File: src/rtl/bcd_to_bin_seq_pkg.sv
// bcd_to_bin_seq_pkg: shared constants, state encodings and sizing helper for the BCD-to-binary converter.
package bcd_to_bin_seq_pkg;
    localparam int DIGIT_W = 4;
    localparam int DIGIT_MAX = 9;
    localparam logic [1:0] IDLE = 2'd0;
    localparam logic [1:0] CONV = 2'd1;
    localparam logic [1:0] DONE = 2'd2;
    // Smallest binary width able to hold 10^digits-1.
    function automatic int min_bin_w(input int digits);
        longint p;
        int w;
        p = 1;
        for (int i = 0; i < digits; i++) p = p * 10;
        w = 0;
        while ((longint'(1) << w) < p) w++;
        return w;
    endfunction
endpackage

File: src/rtl/bcd_to_bin_seq_digit_adjust.sv
// bcd_digit_adjust: reverse double-dabble correction, subtracts 3 from a digit field that reached 8 or more.
module bcd_digit_adjust
    import bcd_to_bin_seq_pkg::*;
(
    input  logic [DIGIT_W-1:0] digit,
    output logic [DIGIT_W-1:0] fixed
);
    assign fixed = digit >= DIGIT_W'(8) ? digit - DIGIT_W'(3) : digit;
endmodule

File: src/rtl/bcd_to_bin_seq.sv
// bcd_to_bin_seq: sequential packed-BCD to binary converter, one reverse double-dabble step per clock.
module bcd_to_bin_seq
    import bcd_to_bin_seq_pkg::*;
#(
    parameter int DIGITS = 2,
    parameter int BIN_W = 7
) (
    input  logic                      Clock,
    input  logic                      Resetn,
    input  logic                      in_valid,
    output logic                      in_ready,
    input  logic [DIGIT_W*DIGITS-1:0] bcd_in,
    output logic                      out_valid,
    input  logic                      out_ready,
    output logic [BIN_W-1:0]          bin_out,
    output logic                      err
);
    localparam int BCD_W = DIGIT_W * DIGITS;
    localparam int SR_W = BCD_W + BIN_W;
    localparam int CNT_W = $clog2(BIN_W + 1);

    if (BIN_W < min_bin_w(DIGITS)) begin : g_width_check
        $error("bcd_to_bin_seq: BIN_W too small for DIGITS");
    end

    logic [1:0]       state;
    logic [SR_W-1:0]  sr;
    logic [SR_W-1:0]  shifted;
    logic [SR_W-1:0]  sr_next;
    logic [CNT_W-1:0] cnt;
    logic             bad;

    assign in_ready = state == IDLE;
    assign out_valid = state == DONE;
    assign shifted = sr >> 1;
    assign sr_next[BIN_W-1:0] = shifted[BIN_W-1:0];

    // Every digit field is corrected in parallel after the shift.
    for (genvar d = 0; d < DIGITS; d++) begin : g_adj
        bcd_digit_adjust u_adj (
            .digit(shifted[BIN_W+d*DIGIT_W +: DIGIT_W]),
            .fixed(sr_next[BIN_W+d*DIGIT_W +: DIGIT_W])
        );
    end

    always_comb begin
        bad = 1'b0;
        for (int i = 0; i < DIGITS; i++)
            bad = bad | (bcd_in[i*DIGIT_W +: DIGIT_W] > DIGIT_W'(DIGIT_MAX));
    end

    always_ff @(posedge Clock) begin
        if (!Resetn) begin
            state <= IDLE;
            sr <= '0;
            cnt <= '0;
            bin_out <= '0;
            err <= 1'b0;
        end else begin
            case (state)
                IDLE: if (in_valid) begin
                    if (bad) begin
                        bin_out <= '0;
                        err <= 1'b1;
                        state <= DONE;
                    end else begin
                        sr <= {bcd_in, {BIN_W{1'b0}}};
                        cnt <= '0;
                        state <= CONV;
                    end
                end
                CONV: begin
                    sr <= sr_next;
                    cnt <= cnt + CNT_W'(1);
                    if (cnt == CNT_W'(BIN_W - 1)) begin
                        bin_out <= sr_next[BIN_W-1:0];
                        err <= 1'b0;
                        state <= DONE;
                    end
                end
                DONE: if (out_ready) state <= IDLE;
                default: state <= IDLE;
            endcase
        end
    end
endmodule

File: config.mk
export PLATFORM = sky130hd
export DESIGN_NAME = bcd_to_bin_seq
export DESIGN_NICKNAME = d
export VERILOG_FILES = /design/src/rtl/bcd_to_bin_seq_pkg.sv /design/src/rtl/bcd_to_bin_seq_digit_adjust.sv /design/src/rtl/bcd_to_bin_seq.sv
export SDC_FILE = /design/constraint.sdc
export NUM_CORES = 1
export LEC_CHECK = 0
export CORE_ASPECT_RATIO = 1.5
export CORE_MARGIN = 2
export CORE_UTILIZATION = 35
export DETAILED_ROUTE_END_ITERATION = 10
export SYNTH_ARGS = -nofsm -noshare
export SYNTH_HDL_FRONTEND = slang
export SYNTH_SLANG_ARGS = --single-unit
File: constraint.sdc
create_clock -name Clock -period 1.45 [get_ports Clock]
set_clock_uncertainty 0.1 [all_clocks]
set_input_delay 0.2175 -clock Clock [delete_from_list [all_inputs] [get_ports Clock]]
set_output_delay 0.2175 -clock Clock [all_outputs]
set_load 0.1 [all_outputs]
==> flow_summary.ini <==
[placement]
hpwlAfterDp_um = 1880
portBuffers = 21
place_ws_ns = -0.384
place_area_um2 = 1600
gp_congestion = 0.785

[floorplan]
core.rowCount = 25
ios = 22
die_w_um = 51.4
core_area_um2 = 3190
dieHeight_um = 75.1
start_util_pct = 37.0
die_area_um2 = 3860

[clocking]
numClockSinks = 27
numCtsBuffers = 3
clk_pin_slew_ns = 0.09
htreeDepth = 1
cts_tree = built
clockBufferDepth = 2
cts-root-buf = clkbuf_8
clk_latency_ns = 0.27

[timing]
fin_ws_ns = 0.0313
hold_violations = 0
period_share_pct = 97.8
tightest_slew_ns = 0.212
slew_headroom_pct = 85.8
fin_tns_setup_ns = 0
slew_violations = 0
holdWs_ns = 0.307
setup_viol = 0
period_minus_slack_ns = 1.42
fmax_ghz = 0.705
rsz0062_at_grt = yes

[synthesis]
syn_nets = 133
yosysSeqAreaShare_pct = 45.8
yosys_most_used_dff = dfxtp_1
syn_area_per_cell_um2 = 10.1
async_reset_ff_share_pct = 0
netlist_instances = 117
yosysWarnings = 0
syn_area_um2 = 1180
yosys.cell_types.count = 32
ys_ff_latch = 27
synth_edf_count = 0

[global_route]
grt_overflow_total = 0
track_usage_pct = 13.9
grt_pass1_vias = 921
grt_pass1_wl_um = 4100
antenna_found_initial = 0
grt_max_degree = 16

[run]
drv_cap = 0

[drt]
firstDrtPassIters = 4
vias_per_cell = 5.05
dr_total_vias = 980
totalWireLength_um = 2580
drc_errors = 0
drt_iter0_drc = 14
detail_route.wl_per_cell_um = 13.3
ant_nets = 0

[min_path]
hold_path_end = sr[13]
holdCritStartpoint = bcd_in[6]
hp-class = primary input to flop
whs_path_depth = 3

[layout]
nNetsFinal = 171
fin_area_um2 = 1740
drive_gt1_share_pct = 31.8
diodes = 0
area_growth_syn_to_layout_pct = 47.2
fillers = 314

[worst_setup_path]
cp.arrival_ns = 1.49
rr_worst_depth = 4
regToRegSetupSlack_ns = 0.06
critical_path_class = primary input to flop
r2r-start = cnt[0]
crit_path_end_kind = flop
cp_max_fo = 5
cp-start-kind = primary input
cp_data_required_time_ns = 1.52
rr_endpoint = cnt[2]

[power]
power.share.clock_pct = 27.3
powerDensity_nw_per_um2 = 899
combPwrFrac_pct = 21.5
internal-power_mw = 1.13
p_switching_mw = 0.436
p_leak_nw = 0.761
swShare_pct = 27.9
irDropWorstVdd_mv = 0.584
pwr-share-seq_pct = 51.2
p_total_mw = 1.56

[outcome]
status = complete, no violations
-- layout make-up --
cell class / count / area, um2 / share of cell area [%]
clock buffer: 4 / 45.0 / 2.59
inverter: 6 / 22.5 / 1.29
multi-input combinational: 78 / 627 / 36.0
sequential: 27 / 548 / 31.5
tap: 40 / 50.0 / 2.88
timing repair buffer: 39 / 447 / 25.7
-- worst max-delay path by stage --
stage	start	end	slack, ns	cells past startpoint
CTS	cnt[0]	bin_out[5]	0.01	5
global route	cnt[0]	cnt[2]	-0.03	4
detailed placement	bcd_in[2]	bin_out[5]	-0.38	5
floorplan	state[1]	state[1]	-0.09	4
finish	in_valid	bin_out[0]	0.03	5
global placement	bcd_in[2]	bin_out[5]	-0.35	5
-- power by group through the flow --
stage / combinational (mW) / clock [mW] / sequential (mW)
finish: 0.337 / 0.426 / 0.801
global route: 0.364 / 0.458 / 0.806
CTS: 0.316 / 0.435 / 0.803
detailed placement: 0.312 / 0 / 0.821
global placement: 0.306 / 0 / 0.819
floorplan: 0.184 / 0 / 0.832
-- through the flow --
| stage | util, % | std cells |
|---|---|---|
| floorplan | - | 117 |
| global placement | 50.1 | 183 |
| detailed placement | 50.1 | 183 |
| CTS | 52.2 | 188 |
| global route | 54.5 | 194 |
| finish | 54.5 | 194 |
-- per-layer routing --
metal  track usage (%)  wire [um]  vias up
li1                  -          -      500
met1              15.7       1010      454
met2              26.5       1420       22
met3              1.98         84        4
met4              4.39         57        0
met5                 0          0        -
-- Yosys cell counts (4+ instances only) --
library cell / count / share of area [%]
mux2i_1: 8 / 6.8
nor2_1: 4 / 1.3
o21ai_0: 9 / 3.8
nand2_1: 4 / 1.3
a21oi_1: 11 / 4.7
a22o_1: 12 / 8.9
ha_1: 4 / 4.2
inv_1: 6 / 1.9
dfxtp_1: 27 / 46
-- layout by cell type (no fill, tap or decap), drive strengths merged --
cell / synthesis / final
nor3b: 2 / 2
nor2b: 2 / 2
a22o: 12 / 12
o221a: 1 / 1
a211oi: 2 / 2
and3: 2 / 2
a211o: 1 / 1
nor2: 5 / 5
clkbuf: 2 / 4
and2: 1 / 1
nand3: 1 / 1
o21a: 1 / 1
a31o: 1 / 1
o21ai: 11 / 11
nand2b: 2 / 2
dlygate4sd2: 0 / 6
buf: 4 / 28
ha: 4 / 4
a21oi: 11 / 11
xor2: 1 / 1
mux2: 2 / 2
clkdlybuf4s50: 0 / 5
inv: 6 / 6
xnor2: 1 / 1
nand2: 4 / 4
mux2i: 8 / 8
a32o: 1 / 1
a21o: 1 / 1
dfxtp: 27 / 27
nand4b: 1 / 1
-- critical path, cell delays in order --
cell	delay (ns)
clkdlybuf4s50_1	0.49
inv_1	0.05
a211o_2	0.29
a31o_4	0.27
a22o_1	0.17
-- cell families after synthesis --
group / count (synthesis) / share of synthesized area [%]
AOI/OAI and AO/OA: 42 / 24.8
xor gates and xnor gates: 2 / 1.48
adders and majority gates: 4 / 4.24
buffers and inverters: 12 / 5.30
DFF: 27 / 45.8
muxes: 10 / 8.69
and+or+nand+nor: 20 / 9.74
-- what timing repair did --
item | in CTS | in global routing
buffers inserted | 1 | 5
pin swaps | 2 | 5
gates cloned | 0 | 1
hold buffers | 0 | 0
setup endpoints to repair | 9 | 12
gates resized for setup | 12 | 7
-- registers in the layout, indices dropped and copies added (netlist names) --
register,flops
bin_out,7
cnt,3
sr,14
err,1
state,2
No activity file was read; power rests on OpenSTA's default activity.
